## config.mk

```make
export PLATFORM = sky130hd
export DESIGN_NAME = trap_ctrl_flat
export DESIGN_NICKNAME = d
export VERILOG_FILES = /design/src/rtl/trap_pkg.sv /design/src/rtl/trap_ctrl_if.sv /design/src/rtl/trap_prio_enc.sv /design/src/rtl/trap_ctrl.sv /design/src/flat_wrapper.sv
export SDC_FILE = /design/constraint.sdc
export NUM_CORES = 1
export LEC_CHECK = 0
export CAP_MARGIN = 30
export CORE_ASPECT_RATIO = 1.2
export CORE_MARGIN = 2
export CORE_UTILIZATION = 37
export CTS_CLUSTER_DIAMETER = 50
export CTS_CLUSTER_SIZE = 8
export DETAILED_ROUTE_END_ITERATION = 12
export PLACE_DENSITY = 0.77
export SETUP_SLACK_MARGIN = 0.05
export SLEW_MARGIN = 20
export SYNTH_ARGS = -nofsm -noshare
export SYNTH_HDL_FRONTEND = slang
export SYNTH_SLANG_ARGS = --single-unit
```

## constraint.sdc

```tcl
create_clock -name i_clock -period 1.9 [get_ports i_clock]
set_clock_uncertainty 0.05 [all_clocks]
set_input_delay 0.38 -clock i_clock [delete_from_list [all_inputs] [get_ports i_clock]]
set_output_delay 0.38 -clock i_clock [all_outputs]
set_load 0.02 [all_outputs]
```

## src/rtl/trap_pkg.sv

```systemverilog
// Shared types and cause codes for the machine-mode trap sequencer.
// The optional timer interrupt is enabled by defining TRAP_TIMER_IRQ_EN.
package trap_pkg;

    typedef enum logic [1:0] {
        IDLE   = 2'd0,
        DRAIN  = 2'd1,
        COMMIT = 2'd2,
        REDIR  = 2'd3
    } trap_state_t;

    localparam int CAUSE_ILLEGAL     = 2;
    localparam int CAUSE_EBREAK      = 3;
    localparam int CAUSE_LOAD_FAULT  = 5;
    localparam int CAUSE_STORE_FAULT = 7;
    localparam int CAUSE_ECALL       = 11;
    localparam int CAUSE_MTIMER      = 7;

    function automatic bit cause_fits(input int code, input int width);
        return code < (1 << width);
    endfunction

endpackage

```

## src/rtl/trap_ctrl_if.sv

```systemverilog
// Commit-point, CSR and IFU redirect signals of trap_ctrl bundled as one interface.
// TRAP_TIMER_IRQ_EN adds the timer interrupt level and mstatus.MIE inputs.
interface trap_ctrl_if #(
    parameter int XLEN    = 32,
    parameter int CAUSE_W = 4
);
    logic               i_valid;
    logic [XLEN-1:0]    i_pc;
    logic               i_illegal;
    logic               i_ecall;
    logic               i_ebreak;
    logic               i_mret;
    logic               i_lsu_fault;
    logic               i_lsu_store;
    logic               i_lsu_busy;
    logic [XLEN-1:0]    i_mtvec;
    logic [XLEN-1:0]    i_mepc;
`ifdef TRAP_TIMER_IRQ_EN
    logic               i_irq_timer;
    logic               i_mie;
`endif
    logic               o_stall;
    logic               o_csr_valid;
    logic               o_exception;
    logic               o_mret;
    logic [CAUSE_W-1:0] o_mcause;
    logic [XLEN-1:0]    o_epc;
    logic               o_interrupt;
    logic               o_redirect_valid;
    logic [XLEN-1:0]    o_redirect_pc;
    logic               i_redirect_ready;
    logic               o_timeout;

    modport slave (
        input  i_valid, i_pc, i_illegal, i_ecall, i_ebreak, i_mret,
               i_lsu_fault, i_lsu_store, i_lsu_busy, i_mtvec, i_mepc,
`ifdef TRAP_TIMER_IRQ_EN
               i_irq_timer, i_mie,
`endif
               i_redirect_ready,
        output o_stall, o_csr_valid, o_exception, o_mret, o_mcause, o_epc,
               o_interrupt, o_redirect_valid, o_redirect_pc, o_timeout
    );

    modport master (
        output i_valid, i_pc, i_illegal, i_ecall, i_ebreak, i_mret,
               i_lsu_fault, i_lsu_store, i_lsu_busy, i_mtvec, i_mepc,
`ifdef TRAP_TIMER_IRQ_EN
               i_irq_timer, i_mie,
`endif
               i_redirect_ready,
        input  o_stall, o_csr_valid, o_exception, o_mret, o_mcause, o_epc,
               o_interrupt, o_redirect_valid, o_redirect_pc, o_timeout
    );
endinterface

```

## src/rtl/trap_prio_enc.sv

```systemverilog
// Fixed-priority selection among trap sources at the commit point:
// illegal > ecall > ebreak > load fault > store fault > interrupt > mret.
module trap_prio_enc
    import trap_pkg::*;
#(
    parameter int CAUSE_W = 4
) (
    input  logic               i_valid,
    input  logic               i_illegal,
    input  logic               i_ecall,
    input  logic               i_ebreak,
    input  logic               i_lsu_fault,
    input  logic               i_lsu_store,
    input  logic               i_irq,
    input  logic               i_mret,
    output logic               o_take,
    output logic               o_is_mret,
    output logic               o_is_irq,
    output logic [CAUSE_W-1:0] o_cause
);

    if (!(cause_fits(CAUSE_ILLEGAL, CAUSE_W) && cause_fits(CAUSE_EBREAK, CAUSE_W) &&
          cause_fits(CAUSE_LOAD_FAULT, CAUSE_W) && cause_fits(CAUSE_STORE_FAULT, CAUSE_W) &&
          cause_fits(CAUSE_ECALL, CAUSE_W) && cause_fits(CAUSE_MTIMER, CAUSE_W))) begin : g_cause_w_err
        $error("trap_prio_enc: CAUSE_W too narrow for the cause codes");
    end

    always_comb begin
        o_take    = 1'b0;
        o_is_mret = 1'b0;
        o_is_irq  = 1'b0;
        o_cause   = '0;
        if (i_valid) begin
            o_take = 1'b1;
            if (i_illegal)
                o_cause = CAUSE_W'(CAUSE_ILLEGAL);
            else if (i_ecall)
                o_cause = CAUSE_W'(CAUSE_ECALL);
            else if (i_ebreak)
                o_cause = CAUSE_W'(CAUSE_EBREAK);
            else if (i_lsu_fault && !i_lsu_store)
                o_cause = CAUSE_W'(CAUSE_LOAD_FAULT);
            else if (i_lsu_fault)
                o_cause = CAUSE_W'(CAUSE_STORE_FAULT);
            else if (i_irq) begin
                o_is_irq = 1'b1;
                o_cause  = CAUSE_W'(CAUSE_MTIMER);
            end else if (i_mret)
                o_is_mret = 1'b1;
            else
                o_take = 1'b0;
        end
    end

endmodule

```

## src/rtl/trap_ctrl.sv

```systemverilog
// Machine-mode trap entry / mret sequencer: detect, drain LSU, CSR strobe, IFU redirect.
// Define TRAP_TIMER_IRQ_EN to add the machine timer interrupt source.
module trap_ctrl
    import trap_pkg::*;
#(
    parameter int XLEN      = 32,
    parameter int CAUSE_W   = 4,
    parameter int DRAIN_MAX = 255
) (
    input  logic        i_clock,
    input  logic        i_reset,
    trap_ctrl_if.slave  bus
);

    localparam int CNT_W = $clog2(DRAIN_MAX + 1);

    if (DRAIN_MAX < 1) begin : g_drain_max_err
        $error("trap_ctrl: DRAIN_MAX must be at least 1");
    end

    trap_state_t        r_state, w_next;
    logic [CNT_W-1:0]   r_cnt;
    logic [CAUSE_W-1:0] r_cause;
    logic               r_is_mret;
    logic               r_is_irq;
    logic [XLEN-1:0]    r_epc;
    logic [XLEN-1:0]    r_target;
    logic               r_timeout;

    logic               w_irq;
    logic               w_take;
    logic               w_is_mret;
    logic               w_is_irq;
    logic [CAUSE_W-1:0] w_cause;
    logic               w_set_timeout;
    logic               w_commit;
    logic               w_redir;

`ifdef TRAP_TIMER_IRQ_EN
    assign w_irq = bus.i_irq_timer & bus.i_mie;
`else
    assign w_irq = 1'b0;
`endif

    trap_prio_enc #(.CAUSE_W(CAUSE_W)) u_prio (
        .i_valid     (bus.i_valid && (r_state == IDLE)),
        .i_illegal   (bus.i_illegal),
        .i_ecall     (bus.i_ecall),
        .i_ebreak    (bus.i_ebreak),
        .i_lsu_fault (bus.i_lsu_fault),
        .i_lsu_store (bus.i_lsu_store),
        .i_irq       (w_irq),
        .i_mret      (bus.i_mret),
        .o_take      (w_take),
        .o_is_mret   (w_is_mret),
        .o_is_irq    (w_is_irq),
        .o_cause     (w_cause)
    );

    always_comb begin
        w_next        = r_state;
        w_set_timeout = 1'b0;
        case (r_state)
            IDLE:   if (w_take) w_next = DRAIN;
            // busy dropping on the last counted cycle is a clean drain, not a timeout
            DRAIN: begin
                if (!bus.i_lsu_busy)
                    w_next = COMMIT;
                else if (r_cnt == CNT_W'(DRAIN_MAX - 1)) begin
                    w_next        = COMMIT;
                    w_set_timeout = 1'b1;
                end
            end
            COMMIT: w_next = REDIR;
            REDIR:  if (bus.i_redirect_ready) w_next = IDLE;
            default: w_next = IDLE;
        endcase
    end

    always_ff @(posedge i_clock) begin
        if (i_reset) begin
            r_state   <= IDLE;
            r_cnt     <= '0;
            r_cause   <= '0;
            r_is_mret <= 1'b0;
            r_is_irq  <= 1'b0;
            r_epc     <= '0;
            r_target  <= '0;
            r_timeout <= 1'b0;
        end else begin
            r_state <= w_next;
            if (w_set_timeout)
                r_timeout <= 1'b1;
            case (r_state)
                IDLE: if (w_take) begin
                    r_cause   <= w_cause;
                    r_is_mret <= w_is_mret;
                    r_is_irq  <= w_is_irq;
                    r_epc     <= bus.i_pc;
                    r_cnt     <= '0;
                end
                DRAIN:  r_cnt    <= r_cnt + CNT_W'(1);
                COMMIT: r_target <= r_is_mret ? bus.i_mepc : bus.i_mtvec;
                default: ;
            endcase
        end
    end

    assign w_commit = (r_state == COMMIT);
    assign w_redir  = (r_state == REDIR);

    assign bus.o_stall          = (r_state != IDLE) || w_take;
    assign bus.o_csr_valid      = w_commit;
    assign bus.o_exception      = w_commit && !r_is_mret;
    assign bus.o_mret           = w_commit && r_is_mret;
    assign bus.o_mcause         = w_commit ? r_cause : '0;
    assign bus.o_epc            = w_commit ? r_epc : '0;
    assign bus.o_interrupt      = w_commit && r_is_irq;
    assign bus.o_redirect_valid = w_redir;
    assign bus.o_redirect_pc    = w_redir ? r_target : '0;
    assign bus.o_timeout        = r_timeout;

endmodule

```

## src/flat_wrapper.sv

```systemverilog
// flat-port wrapper written by rule: the top's interface ports become plain ports
module trap_ctrl_flat import trap_pkg::*;
#(
    parameter int XLEN      = 32,
    parameter int CAUSE_W   = 4,
    parameter int DRAIN_MAX = 255
)
  (i_clock, i_reset, bus_i_valid, bus_i_pc, bus_i_illegal, bus_i_ecall, bus_i_ebreak, bus_i_mret, bus_i_lsu_fault, bus_i_lsu_store, bus_i_lsu_busy, bus_i_mtvec, bus_i_mepc, bus_i_redirect_ready, bus_o_stall, bus_o_csr_valid, bus_o_exception, bus_o_mret, bus_o_mcause, bus_o_epc, bus_o_interrupt, bus_o_redirect_valid, bus_o_redirect_pc, bus_o_timeout);
  trap_ctrl_if #(.XLEN(XLEN), .CAUSE_W(CAUSE_W)) bus_i ();
  input  logic i_clock;
  input  logic i_reset;
  input wire logic [$bits(bus_i.i_valid)-1:0] bus_i_valid;
  input wire logic [$bits(bus_i.i_pc)-1:0] bus_i_pc;
  input wire logic [$bits(bus_i.i_illegal)-1:0] bus_i_illegal;
  input wire logic [$bits(bus_i.i_ecall)-1:0] bus_i_ecall;
  input wire logic [$bits(bus_i.i_ebreak)-1:0] bus_i_ebreak;
  input wire logic [$bits(bus_i.i_mret)-1:0] bus_i_mret;
  input wire logic [$bits(bus_i.i_lsu_fault)-1:0] bus_i_lsu_fault;
  input wire logic [$bits(bus_i.i_lsu_store)-1:0] bus_i_lsu_store;
  input wire logic [$bits(bus_i.i_lsu_busy)-1:0] bus_i_lsu_busy;
  input wire logic [$bits(bus_i.i_mtvec)-1:0] bus_i_mtvec;
  input wire logic [$bits(bus_i.i_mepc)-1:0] bus_i_mepc;
  input wire logic [$bits(bus_i.i_redirect_ready)-1:0] bus_i_redirect_ready;
  output wire logic [$bits(bus_i.o_stall)-1:0] bus_o_stall;
  output wire logic [$bits(bus_i.o_csr_valid)-1:0] bus_o_csr_valid;
  output wire logic [$bits(bus_i.o_exception)-1:0] bus_o_exception;
  output wire logic [$bits(bus_i.o_mret)-1:0] bus_o_mret;
  output wire logic [$bits(bus_i.o_mcause)-1:0] bus_o_mcause;
  output wire logic [$bits(bus_i.o_epc)-1:0] bus_o_epc;
  output wire logic [$bits(bus_i.o_interrupt)-1:0] bus_o_interrupt;
  output wire logic [$bits(bus_i.o_redirect_valid)-1:0] bus_o_redirect_valid;
  output wire logic [$bits(bus_i.o_redirect_pc)-1:0] bus_o_redirect_pc;
  output wire logic [$bits(bus_i.o_timeout)-1:0] bus_o_timeout;
  assign bus_i.i_valid = bus_i_valid;
  assign bus_i.i_pc = bus_i_pc;
  assign bus_i.i_illegal = bus_i_illegal;
  assign bus_i.i_ecall = bus_i_ecall;
  assign bus_i.i_ebreak = bus_i_ebreak;
  assign bus_i.i_mret = bus_i_mret;
  assign bus_i.i_lsu_fault = bus_i_lsu_fault;
  assign bus_i.i_lsu_store = bus_i_lsu_store;
  assign bus_i.i_lsu_busy = bus_i_lsu_busy;
  assign bus_i.i_mtvec = bus_i_mtvec;
  assign bus_i.i_mepc = bus_i_mepc;
  assign bus_i.i_redirect_ready = bus_i_redirect_ready;
  assign bus_o_stall = bus_i.o_stall;
  assign bus_o_csr_valid = bus_i.o_csr_valid;
  assign bus_o_exception = bus_i.o_exception;
  assign bus_o_mret = bus_i.o_mret;
  assign bus_o_mcause = bus_i.o_mcause;
  assign bus_o_epc = bus_i.o_epc;
  assign bus_o_interrupt = bus_i.o_interrupt;
  assign bus_o_redirect_valid = bus_i.o_redirect_valid;
  assign bus_o_redirect_pc = bus_i.o_redirect_pc;
  assign bus_o_timeout = bus_i.o_timeout;
  trap_ctrl #(.XLEN(XLEN), .CAUSE_W(CAUSE_W), .DRAIN_MAX(DRAIN_MAX)) u_core (.i_clock(i_clock), .i_reset(i_reset), .bus(bus_i));
endmodule
```

==> results_dict.tcl <==
set metrics [dict create \
    outcome "complete, no violations" \
    worstSetupEndpointType "primary output" \
    ff2ff_path_depth 8 \
    clk_latency_ns 0.32 \
    hold_violations 0 \
    rsz0062_at_grt "true" \
    cts_tree "built" \
    syn_area_per_cell_um2 8.237 \
    grtUsageTotal_pct 19.16 \
    ant_nets 0 \
    clkSlewWorstSetupHoldPaths_ns 0.06 \
    nets 769 \
    min_period_ns 1.872 \
    vias 3857 \
    min_to "u_core.r_epc[20]$_SDFFE_PP0P_" \
    syn_nets 577 \
    drv_cap 0 \
    drc_errors 0 \
    grt_overflow 0 \
    slowest_delay_ns 0.34 \
    worst_pin_slew_ns 0.5753 \
    setup_viol 0 \
    coreArea_um2 10010 \
    yosysWarnings 0 \
    r2r-start "u_core.r_state[1]$_SDFFE_PP0P_" \
    grt_pass1_wl_um 17560 \
    area_growth_pct 64.70 \
    finalCoreUtilization_pct 62.75 \
    setup_tns_ns 0 \
    cts_root_buf "clkbuf_16" \
    timing.fmax_ghz 0.5342 \
    cp_max_fo 8 \
    rows 40 \
    r2r_slack_ns 0.08 \
    dp_hpwl_um 8098 \
    min_from "u_core.r_epc[20]$_SDFFE_PP0P_" \
    worst_ir_drop_vdd_mv 0.7120 \
    initial_core_util_pct 38.10 \
    placed_area_um2 5902 \
    post-route-period-util_pct 98.52 \
    crit_slowest_cell "dfxtp_2" \
    ys_ff_latch 80 \
    die_x_um 96.68 \
    first_pass_iters 5 \
    grt_max_degree 37 \
    cp.arrival_ns 1.44 \
    p_leak_nw 2.512 \
    pre_cts_slack_ns -0.2884 \
    seq_area_frac_synth_pct 41.99 \
    htree_levels 3 \
    grt_pass1_vias 3676 \
    design_area_um2 6281 \
    gp_congestion 0.7573 \
    chipHeight_um 115.2 \
    slew_headroom_pct 61.64 \
    diodes 0 \
    synthArstFlopShare_pct 0 \
    cts.sink_count 80 \
    finalPower_w 0.007014 \
    synth-main-ff-cell "dfxtp_1" \
    drt_wl_total_um 11270 \
    cts_buffers 9 \
    critPathKind "reg2out" \
    vias_per_cell 4.913 \
    cts_hold_buf 0 \
    r2r_end "u_core.r_cnt[3]$_SDFFE_PP0P_" \
    drive_above_1_share_pct 23.07 \
    die-area_um2 11140 \
    synth_edf_count 0 \
    crit_path_start "u_core.r_state[0]$_SDFFE_PP0P_" \
    p_per_area_nw_per_um2 1117 \
    required_ns 1.47 \
    crit_chain "buf_6 -> ha_4 -> clkbuf_16 -> and2_1 -> buf_4" \
    cts.path.max_buffers 2 \
    routedWlPerCell_um 14.35 \
    antenna_found_initial 0 \
    min_path_type "reg2reg" \
    portBuffers 180 \
    fin_ws_ns 0.02819 \
    netlist_area_um2 3814 \
    hold_depth 2 \
    synth_cell_types 40 \
    cp-start-kind "flip-flop" \
    postSynthCellCount 463 \
    maxSlewViolCount 0 \
    drt_iter0_drc 136 \
    io-pin-count 182 \
]
timing repair:
action,4_1_cts,5_1_grt
pin swaps,3,11
gates resized for setup,310,85
setup buffers,1,4
gates cloned,1,3
endpoints found under the setup margin,78,78
cells in the final DEF, fill, tap and decap left out, types with 2 or more instances in the layout:
cell	netlist	routed
o21ai_0	4	4
buf_6	0	24
and2_1	69	58
nand3_1	6	6
clkbuf_8	0	3
inv_4	0	2
a22oi_1	2	2
clkdlybuf4s50_1	0	106
ha_1	7	3
clkbuf_16	0	11
nand2b_1	2	2
dfxtp_1	80	77
dfxtp_2	0	2
or3_1	4	3
a21boi_1	3	3
a211oi_1	33	33
and2_4	0	11
buf_2	10	21
inv_1	6	4
a32oi_1	2	2
nor2_1	44	44
a21oi_1	35	35
buf_4	1	57
mux2i_1	34	34
nor3_1	2	2
nand2_1	71	71
buf_12	0	5
a31oi_1	4	3
ha_4	0	4
flip-flops by register name, summed over array words and instances, names as in the netlist:
register / cells
u_core.r_cause: 4
u_core.r_epc: 32
u_core.r_cnt: 8
u_core.r_target: 32
u_core.r_state: 2
u_core.bus.o_timeout: 1
u_core.r_is_mret: 1
worst max-delay path, delay by kind of cell, from the launching register on:
kind / cells / cell delay (ns)
buffers and inverters: 3 / 0.43
AND/OR/NAND/NOR: 1 / 0.15
adder cells (fa/ha/maj): 1 / 0.19
flip-flops: 1 / 0.34
synth_stat cells (all sizes together) (2+ instances only):
cell type	count	area (um^2)
a211oi	33	247.7
a21boi	4	30.03
a21oi	36	183.9
a22oi	2	15.01
a31o	2	17.52
a31oi	4	25.02
a32oi	2	17.52
and2	69	431.7
buf	13	65.07
clkbuf	23	86.33
dfxtp	80	1602
ha	7	87.58
inv	6	22.52
mux2i	34	340.3
nand2	71	266.5
nand2b	2	12.51
nand3	6	30.03
nor2	44	165.2
nor2b	2	12.51
nor3	3	20.02
o21ai	4	20.02
or3	4	25.02
final cells by class:
class                      count  area [um^2]
tap                          126        157.7
sequential                    80         1608
clock inverter                 2        37.54
inverter                       6        27.53
clock buffer                  13        270.3
timing repair buffer         217         2047
multi-input combinational    341         2133
fill                         906         3729
through the flow:
step	hold slack (ns)	cells
CTS	0.4001	778
finish	0.3965	785
detailed placement	0.3921	761
floorplan	0.3817	463
global route	0.4238	785
global placement	0.3869	761
layer usage:
layer	part of all wire (%)	GRT usage, %	vias up
met1	41	21.86	1747
met2	51	34.31	132
met3	6.2	5.046	22
met5	0	0	-
li1	-	-	1956
met4	2.2	7.700	0
cells by family after synthesis:
logic type               after synthesis  synth area share [%]
AND/OR/NAND/NOR                      205                 26.02
other                                  1               0.09833
AO/OA/AOI/OAI                         94                 16.11
flip-flops                            80                 41.99
multiplexers                          34                 8.924
adder cells (fa/ha/maj)                7                 2.296
buffers and inverters                 42                 4.560
how the worst max path moves through the flow:
| stage | to | slack, ns | depth (start not counted) |
|---|---|---|---|
| floorplan | u_core.r_state[0]$_SDFFE_PP0P_ | 0.02 | 6 |
| global placement | bus_o_stall | -0.28 | 4 |
| detailed placement | bus_o_stall | -0.29 | 4 |
| CTS | bus_o_redirect_pc[27] | 0.01 | 5 |
| global route | bus_o_redirect_pc[25] | -0.01 | 5 |
| finish | bus_o_redirect_pc[14] | 0.03 | 5 |
report_power, final:
part | switching (W) | internal (W)
Sequential | 0.000211 | 0.00209
Combinational | 0.00149 | 0.00148
Clock | 0.000626 | 0.00112
Total | 0.00233 | 0.00469
Power figures use the tool's default switching activity.
